$ cat src/rtl/dense_pkg.sv
// Shared definitions for the dense layer: state encoding, accumulator sizing
// and the shift-and-saturate rule that the conv layers also use.
package dense_pkg;
  typedef enum logic [2:0] {IDLE, ISSUE, DRAIN, WRITE, DONE} state_t;

  function automatic int acc_width(input int s1, input int sw, input int n_in, input int shift);
    return s1 + sw + $clog2(n_in + 1) + shift;
  endfunction

  // Arithmetic shift (floor) then clamp to a signed out_w-bit range.
  function automatic logic signed [31:0] sat_shift(input logic signed [63:0] acc,
                                                   input int shift, input int out_w);
    logic signed [63:0] sh, hi, lo;
    sh = acc >>> shift;
    hi = (64'sd1 <<< (out_w - 1)) - 64'sd1;
    lo = -hi - 64'sd1;
    if (sh > hi) sh = hi;
    else if (sh < lo) sh = lo;
    return sh[31:0];
  endfunction
endpackage

$ cat src/rtl/dense_sat.sv
// Combinational rescale of the neuron accumulator to a saturated score word.
module dense_sat import dense_pkg::*; #(
  parameter int ACC_W = 33,
  parameter int OUT_W = 11,
  parameter int SHIFT = 8
) (
  input  logic [ACC_W-1:0] acc,
  output logic [OUT_W-1:0] score
);
  logic signed [63:0] wide;

  assign wide  = {{(64-ACC_W){acc[ACC_W-1]}}, acc};
  assign score = OUT_W'(sat_shift(wide, SHIFT, OUT_W));
endmodule

$ cat src/rtl/dense.sv
// Fully-connected output layer: streams activations and weights, accumulates
// one neuron at a time behind a 2-deep read pipeline, writes saturated scores.
module dense import dense_pkg::*; #(
  parameter int SIZE_1           = 11,
  parameter int SIZE_W           = 9,
  parameter int N_IN             = 16,
  parameter int N_OUT            = 10,
  parameter int SHIFT            = 8,
  parameter int SIZE_address_pix = 13,
  parameter int SIZE_address_wei = 13
) (
  input  logic                        clk,
  input  logic                        rst,
  input  logic                        enable,
  input  logic [SIZE_address_pix-1:0] memstartp,
  input  logic [SIZE_address_wei-1:0] memstartw,
  input  logic [SIZE_address_pix-1:0] memstartzap,
  output logic [SIZE_address_pix-1:0] read_addressp,
  input  logic [SIZE_1-1:0]           qp,
  output logic                        re_p,
  output logic [SIZE_address_wei-1:0] read_addressw,
  input  logic [SIZE_W-1:0]           qw,
  output logic                        re_w,
  output logic [SIZE_address_pix-1:0] write_addressp,
  output logic [SIZE_1-1:0]           dp,
  output logic                        we,
  output logic                        STOP
);
  localparam int ACC_W  = acc_width(SIZE_1, SIZE_W, N_IN, SHIFT);
  localparam int CW     = $clog2(N_IN + 1);
  localparam int JW     = (N_OUT > 1) ? $clog2(N_OUT) : 1;
  localparam int STAGES = 1;
  localparam logic [CW-1:0] CNT_LAST = CW'(N_IN);
  localparam logic [JW-1:0] J_LAST   = JW'(N_OUT - 1);

  state_t state, state_nx;
  logic [CW-1:0] cnt, cnt_nx;
  logic [JW-1:0] j, j_nx;
  logic [SIZE_address_wei-1:0] wbase;
  logic [STAGES:0] vld_pipe, bias_pipe;
  logic issue;
  logic signed [ACC_W-1:0] acc, prod_t, bias_t;
  logic signed [SIZE_1+SIZE_W-1:0] prod;
  logic [SIZE_1-1:0] score;

  assign issue  = enable && (state == ISSUE);
  assign prod   = $signed(qp) * $signed(qw);
  assign prod_t = ACC_W'(prod);
  assign bias_t = ACC_W'($signed(qw)) <<< SHIFT;

  always_ff @(posedge clk) begin
    if (rst) begin
      state <= IDLE;
      cnt   <= '0;
      j     <= '0;
    end else begin
      state <= state_nx;
      cnt   <= cnt_nx;
      j     <= j_nx;
    end
  end

  always_comb begin
    state_nx = state;
    cnt_nx   = cnt;
    j_nx     = j;
    if (!enable) begin
      state_nx = IDLE;
      cnt_nx   = '0;
      j_nx     = '0;
    end else begin
      case (state)
        IDLE: if (!STOP) begin
          state_nx = ISSUE;
          cnt_nx   = '0;
          j_nx     = '0;
        end
        ISSUE: if (cnt == CNT_LAST) begin
          state_nx = DRAIN;
          cnt_nx   = '0;
        end else cnt_nx = cnt + 1'b1;
        DRAIN: if (cnt == CW'(1)) begin
          state_nx = WRITE;
          cnt_nx   = '0;
        end else cnt_nx = cnt + 1'b1;
        WRITE: if (j == J_LAST) state_nx = DONE;
          else begin
            state_nx = ISSUE;
            j_nx     = j + 1'b1;
          end
        DONE: state_nx = DONE;
        default: state_nx = IDLE;
      endcase
    end
  end

  // Memory ports are registered off the current state, so each address sits
  // one cycle behind the FSM and its data lands two edges later.
  always_ff @(posedge clk) begin
    if (rst) begin
      read_addressp  <= '0;
      read_addressw  <= '0;
      write_addressp <= '0;
      dp             <= '0;
      re_p           <= 1'b0;
      re_w           <= 1'b0;
      we             <= 1'b0;
      STOP           <= 1'b0;
      wbase          <= '0;
      acc            <= '0;
      vld_pipe       <= '0;
      bias_pipe      <= '0;
    end else begin
      re_p      <= 1'b0;
      re_w      <= 1'b0;
      we        <= 1'b0;
      STOP      <= enable && (state == DONE);
      vld_pipe  <= enable ? {vld_pipe[STAGES-1:0], issue} : '0;
      bias_pipe <= {bias_pipe[STAGES-1:0], cnt == CNT_LAST};
      if (issue) begin
        read_addressp <= memstartp + SIZE_address_pix'(cnt);
        read_addressw <= wbase + SIZE_address_wei'(cnt);
        re_p          <= (cnt != CNT_LAST);
        re_w          <= 1'b1;
      end
      if (state == IDLE) begin
        acc   <= '0;
        wbase <= memstartw;
      end else if (state == WRITE) begin
        acc   <= '0;
        wbase <= wbase + SIZE_address_wei'(N_IN + 1);
        if (enable) begin
          we             <= 1'b1;
          dp             <= score;
          write_addressp <= memstartzap + SIZE_address_pix'(j);
        end
      end else if (vld_pipe[STAGES]) begin
        acc <= acc + (bias_pipe[STAGES] ? bias_t : prod_t);
      end
    end
  end

  dense_sat #(.ACC_W(ACC_W), .OUT_W(SIZE_1), .SHIFT(SHIFT)) u_sat (
    .acc  (acc),
    .score(score)
  );
endmodule

$ cat config.mk
export PLATFORM = sky130hd
export DESIGN_NAME = dense
export DESIGN_NICKNAME = d
export VERILOG_FILES = /design/src/rtl/dense_pkg.sv /design/src/rtl/dense_sat.sv /design/src/rtl/dense.sv
export SDC_FILE = /design/constraint.sdc
export NUM_CORES = 1
export LEC_CHECK = 0
export CORE_ASPECT_RATIO = 2
export CORE_UTILIZATION = 40
export DETAILED_ROUTE_END_ITERATION = 10
export HOLD_SLACK_MARGIN = 0.05
export PLACE_DENSITY_LB_ADDON = 0.1
export SYNTH_ARGS = -nofsm -noshare
export SYNTH_HDL_FRONTEND = slang
export SYNTH_SLANG_ARGS = --single-unit
$ cat constraint.sdc
create_clock -name clk -period 16.8 [get_ports clk]
set_input_delay 3.36 -clock clk [delete_from_list [all_inputs] [get_ports clk]]
set_output_delay 3.36 -clock clk [all_outputs]
set_load 0.05 [all_outputs]
* Word-level counts from Yosys, hierarchy flattened
Index checks and enable logic that the tools add are counted.
Word-level totals: flip-flop bits (word level) 116, output and inout port bits 54, logic and storage cells 73
Operators by class: add/subtract/negate cells 7, multipliers 1, magnitude comparators 2, equal/unequal tests 12, muxes and demuxes 19, bitwise gates (word level) 4, reduce and logical (&&, ||, !) cells 13
Operators with widths (count):
- adder 33 bit | 1
- two-way mux 33 bit | 1
- adder 13 x 5 -> 13 bit | 2
- two-way mux 13 bit | 2
- greater-than comparator 25 x 11 -> 1 bit (second input constant) | 1
- < comparator 25 x 11 -> 1 bit (second input constant) | 1
- two-way mux 11 bit | 2
- multiplier 11 x 9 -> 20 bit | 1
- two-way mux 5 bit | 3
- case mux 3 bit (5 select lines) | 1
- case mux 5 bit (3 select lines) | 1
- adder 13 x 4 -> 13 bit | 1
- adder 13 x 5 -> 13 bit (second input constant) | 1
- two-way mux 3 bit | 4
- AND reduction 3 bit | 3
- two-way mux 4 bit | 2
- case mux 4 bit (2 select lines) | 1
- == test 3 x 2 -> 1 bit (second input constant) | 2
- inequality test 2 bit (second input constant) | 3
- OR reduction 3 bit | 2
- adder 5 x 1 -> 5 bit (second input constant) | 1
- == test 5 x 1 -> 1 bit (second input constant) | 1
- == test 5 bit (second input constant) | 1
- inequality test 5 bit (second input constant) | 1
- 13 further kinds | 19

* Logic depth before layout (Yosys ltp)
word-level depth 4, depth in mapped cells 32, gate-level depth less buffers 31

* By module
Synthesis repeated with hierarchy kept, for this count alone.
Unflattened totals: cell total of the unflattened synthesis 1276, area total of the unflattened synthesis 10679.0 um^2
Modules (own cells, without submodules):
- dense | times used 1, cells each 1255, area each 10490.1 um^2
- dense_sat | times used 1, cells each 21, area each 188.9 um^2

* Worst setup path before layout
No wires, ideal clock.
path type in2reg, start point in qp[10], end point reg acc[27], setup time 116 ps, arrival time 10054 ps, data required time 16684 ps, path slack 6630 ps, stages 27, buffers on the path 2, cell sequence clkbuf_1 > and2_1 > fa_1 > inv_1 > fa_1 > inv_1 > fa_1 > inv_1 > fa_1 > inv_1 > ha_1 > ha_1 > or3_1 > a211oi_2 > o41ai_2 > xnor2_1 > o21ai_4 > ha_1 > clkbuf_1 > a21oi_1 > o21bai_1 > a2111oi_0 > o21ai_1 > a221oi_1 > o21ai_1 > mux2i_1 > a31o_1
Between the ends: longest elaborated chain between the ends 3
Ends and longest elaborated chain:
- start: declaration | RTL line dense.sv:19 | input logic [SIZE_1-1:0] qp,
- multiplier 11 x 9 -> 20 bit | RTL line dense.sv:47 | assign prod = $signed(qp) * $signed(qw);
- two-way mux 33 bit | RTL line dense.sv:138 | acc <= acc + (bias_pipe[STAGES] ? bias_t : prod_t);
- adder 33 bit | RTL line dense.sv:138
- end signal: assignment | RTL line dense.sv:138
- end: declaration | RTL line dense.sv:42 | logic signed [ACC_W-1:0] acc, prod_t, bias_t;
No other way between the ends. A chain may end at the register's enable or synchronous reset.

* Final worst setup path
start point in qw[0], end point reg acc[27]
Between the ends: longest elaborated chain between the ends 3
Ends and longest elaborated chain:
- start: declaration | RTL line dense.sv:22 | input logic [SIZE_W-1:0] qw,
- multiplier 11 x 9 -> 20 bit | RTL line dense.sv:47
- two-way mux 33 bit (*) | RTL line dense.sv:138
- adder 33 bit (*) | RTL line dense.sv:138
Every way passes the cells marked *; elsewhere a longest branch is shown, timed or not.

==> run metrics <==
CP startpoint kind=input port; clk slew on worst S/H paths=0.06 ns; Die Footprint=27600 sq um; CTS Buf Count=17; Synth Net Count=1530; most common cell after layout, fill and taps aside=nand2_1; clk buf depth=2; library cells used by synthesis=66; DP Cell Count=1690; Vias=9103; layout cell share with drive strength beyond 1=3.92%; per-cell routed wire length=17.1 microns; root buf cell=clkbuf_16; status=complete, no violations; final instance count without filler cells=1721; number of synthesized flops with an enable pin=0; Max-slew headroom=19.3%; multi-input combinational cell area=7790 sq um; vias in the first global route=9632; commonest non-fill, non-tap cells in the layout=nand2_1, nor2_1, dfxtp_1; Setup TNS=0 ns; Setup Buffers After CTS=0; Worst Path Required=17.12 ns; prevailing post-synth register cell=dfxtp_1; num rows=84; hold crit path type=flip-flop to flip-flop; Final Max Tran Viols=0; RSZ-0062 raised after global routing=no; f_max=89.1 MHz; CTS sink cnt=116; Leak=0.00544 uW; initial antenna violation count=0; Arr. time, crit path=11.55 ns; critical path peak fanout=19; Tcrit/Tclk final=66.8%; Worst Setup End Kind=flip-flop; Hold Path Sink=vld_pipe[1]$_SDFF_PP0_; H-tree depth=4; Via-to-Cell Ratio=5.29; Net count, final=1615; register bit total from synthesis=116; min-delay src=vld_pipe[0]$_SDFF_PP0_; PwrDens=191 nW/um^2; CTS tree=done; area grow syn2layout=19.4%; largest net degree at the start of global routing=69; Core Box Area=26400 sq um; 1st-pass router iterations=4; IO Pins=116; final setup vio count=0; FF+latch area=2320 sq um; total global-route track usage=22.7%; synthesized area per cell=8.40 sq um; initial core utilization=40.7%; Post-DP Area=12200 sq um; total number of yosys warnings=0; worst vdd ir=0.197 mV; residual DRC count=0; number of diodes=0; DR iter-0 viols=324; Crit Reg-Reg Endpoint=acc[27]$_SDFFE_PP0P_; gr ovfl total=0; Final Hold Vio Count=0; reg2reg setup slack=13.08 ns; post-route cell area=12800 sq um; Die H=234 microns; fill count=2585; Mapped Area=10700 sq um; Die X-Extent=118 microns; final WL=29500 microns; clock skew=0.00955 ns; Tmin final=11.23 ns; Crit Path Class=input port to flip-flop; Post-DRT Antenna Nets=0; Placer Congestion=0.880; Synth async-reset ratio=0%; max cap viols=0; r2r worst-path depth=12; hpwl dp=24000 microns; hold buffer count at CTS=0; worst-skew pair later-pin latency=0.43 ns; global-route wire length before repair=48700 microns; Synth Instances=1280; worst-margin pin slew=1.20 ns; r2r startpoint=bias_pipe[1]$_SDFF_PP0_; WHS Path Cells=1; post-synthesis sequential area ratio=21.6%; IO Port Bufs=115; PostCTS Resize Cnt=0
## worst max-delay path by stage
stage	to	from	slack [ns]	depth (start not counted)
floorplan	acc[27]$_SDFFE_PP0P_	qp[10]	6.63	27
global placement	acc[27]$_SDFFE_PP0P_	qw[0]	5.21	27
detailed placement	acc[27]$_SDFFE_PP0P_	qw[0]	5.07	27
CTS	acc[27]$_SDFFE_PP0P_	qw[0]	5.51	27
global route	acc[27]$_SDFFE_PP0P_	qw[0]	4.99	27
finish	acc[27]$_SDFFE_PP0P_	qw[0]	5.57	27
## power by group
group          internal, uW  switching (uW)
clock network           277             137
logic                   701            1050
registers               281            6.35
## metrics by stage
step	util (%)	worst slack [ns]	hold slack (ns)	power, uW
after floorplan	-	6.63	0.406	1650
after global placement	46.2	5.21	0.407	2030
after detailed placement	46.2	5.07	0.425	2050
after CTS	48.7	5.51	0.436	2470
after global routing	48.7	4.99	0.450	2680
final	48.7	5.57	0.432	2450
## routing by layer
metal | vias up | track usage, % | part of all wire (%)
li1 | 4504 | - | -
met2 | 180 | 46.7 | 59
met4 | 0 | 14.3 | 5.7
met5 | - | 0 | 0
met3 | 81 | 3.57 | 3.0
met1 | 4338 | 19.9 | 33
## worst max-delay path: stages
cell             delay [ns]
clkdlybuf4s50_1        0.69
nand2_1                0.25
inv_1                  0.11
fa_1                   0.69
inv_1                  0.17
fa_1                   0.59
inv_1                  0.13
fa_1                   0.55
inv_1                  0.05
fa_1                   0.53
inv_1                  0.04
ha_1                   0.28
ha_1                   0.27
or3_1                  0.37
a211oi_2               0.17
o41ai_2                0.11
xnor2_1                0.17
o21ai_4                0.54
ha_1                   0.44
a21oi_1                0.21
o21bai_1               0.10
a2111oi_0              0.41
o21ai_1                0.19
a221oi_1               0.53
o21ai_1                0.23
mux2i_1                0.16
a31o_1                 0.19
## cell type report
type,instances,area share [%]
Timing Repair Buffer,123,9.39
Clock buffer,18,3.34
Sequential cell,116,18.1
Inverter,115,3.36
Multi-Input combinational cell,992,60.7
Tap cell,344,3.35
Clock inverter,13,1.78
## cell families after synthesis
| kind of cell | synth area share (%) |
|---|---|
| and+or+nand+nor | 19.7 |
| AOI/OAI and AO/OA | 15.5 |
| adders and majority gates | 28.0 |
| buffers and inverters | 6.01 |
| DFF | 21.6 |
| xor gates and xnor gates | 6.44 |
| muxes | 2.74 |
## synthesized netlist by cell type (all sizes together), types with 44 or more instances
cell type	number	area (sq um)
nand2	142	533
nor2	124	465
dfxtp	116	2320
inv	114	428
ha	100	1250
fa	88	1760
a21oi	63	315
and2	53	332
clkbuf	51	191
xnor2	51	447
o21ai	50	265
a211oi	44	335
## registers in the layout, indices dropped and copies added, names as in the netlist
signal / flops
acc: 33
read_addressp: 13
read_addressw: 13
wbase: 13
write_addressp: 13
dp: 11
cnt: 5
j: 4
state: 3
bias_pipe: 2
vld_pipe: 2
STOP: 1
re_p: 1
re_w: 1
we: 1
Note: power is estimated with default switching activity, not from simulation.
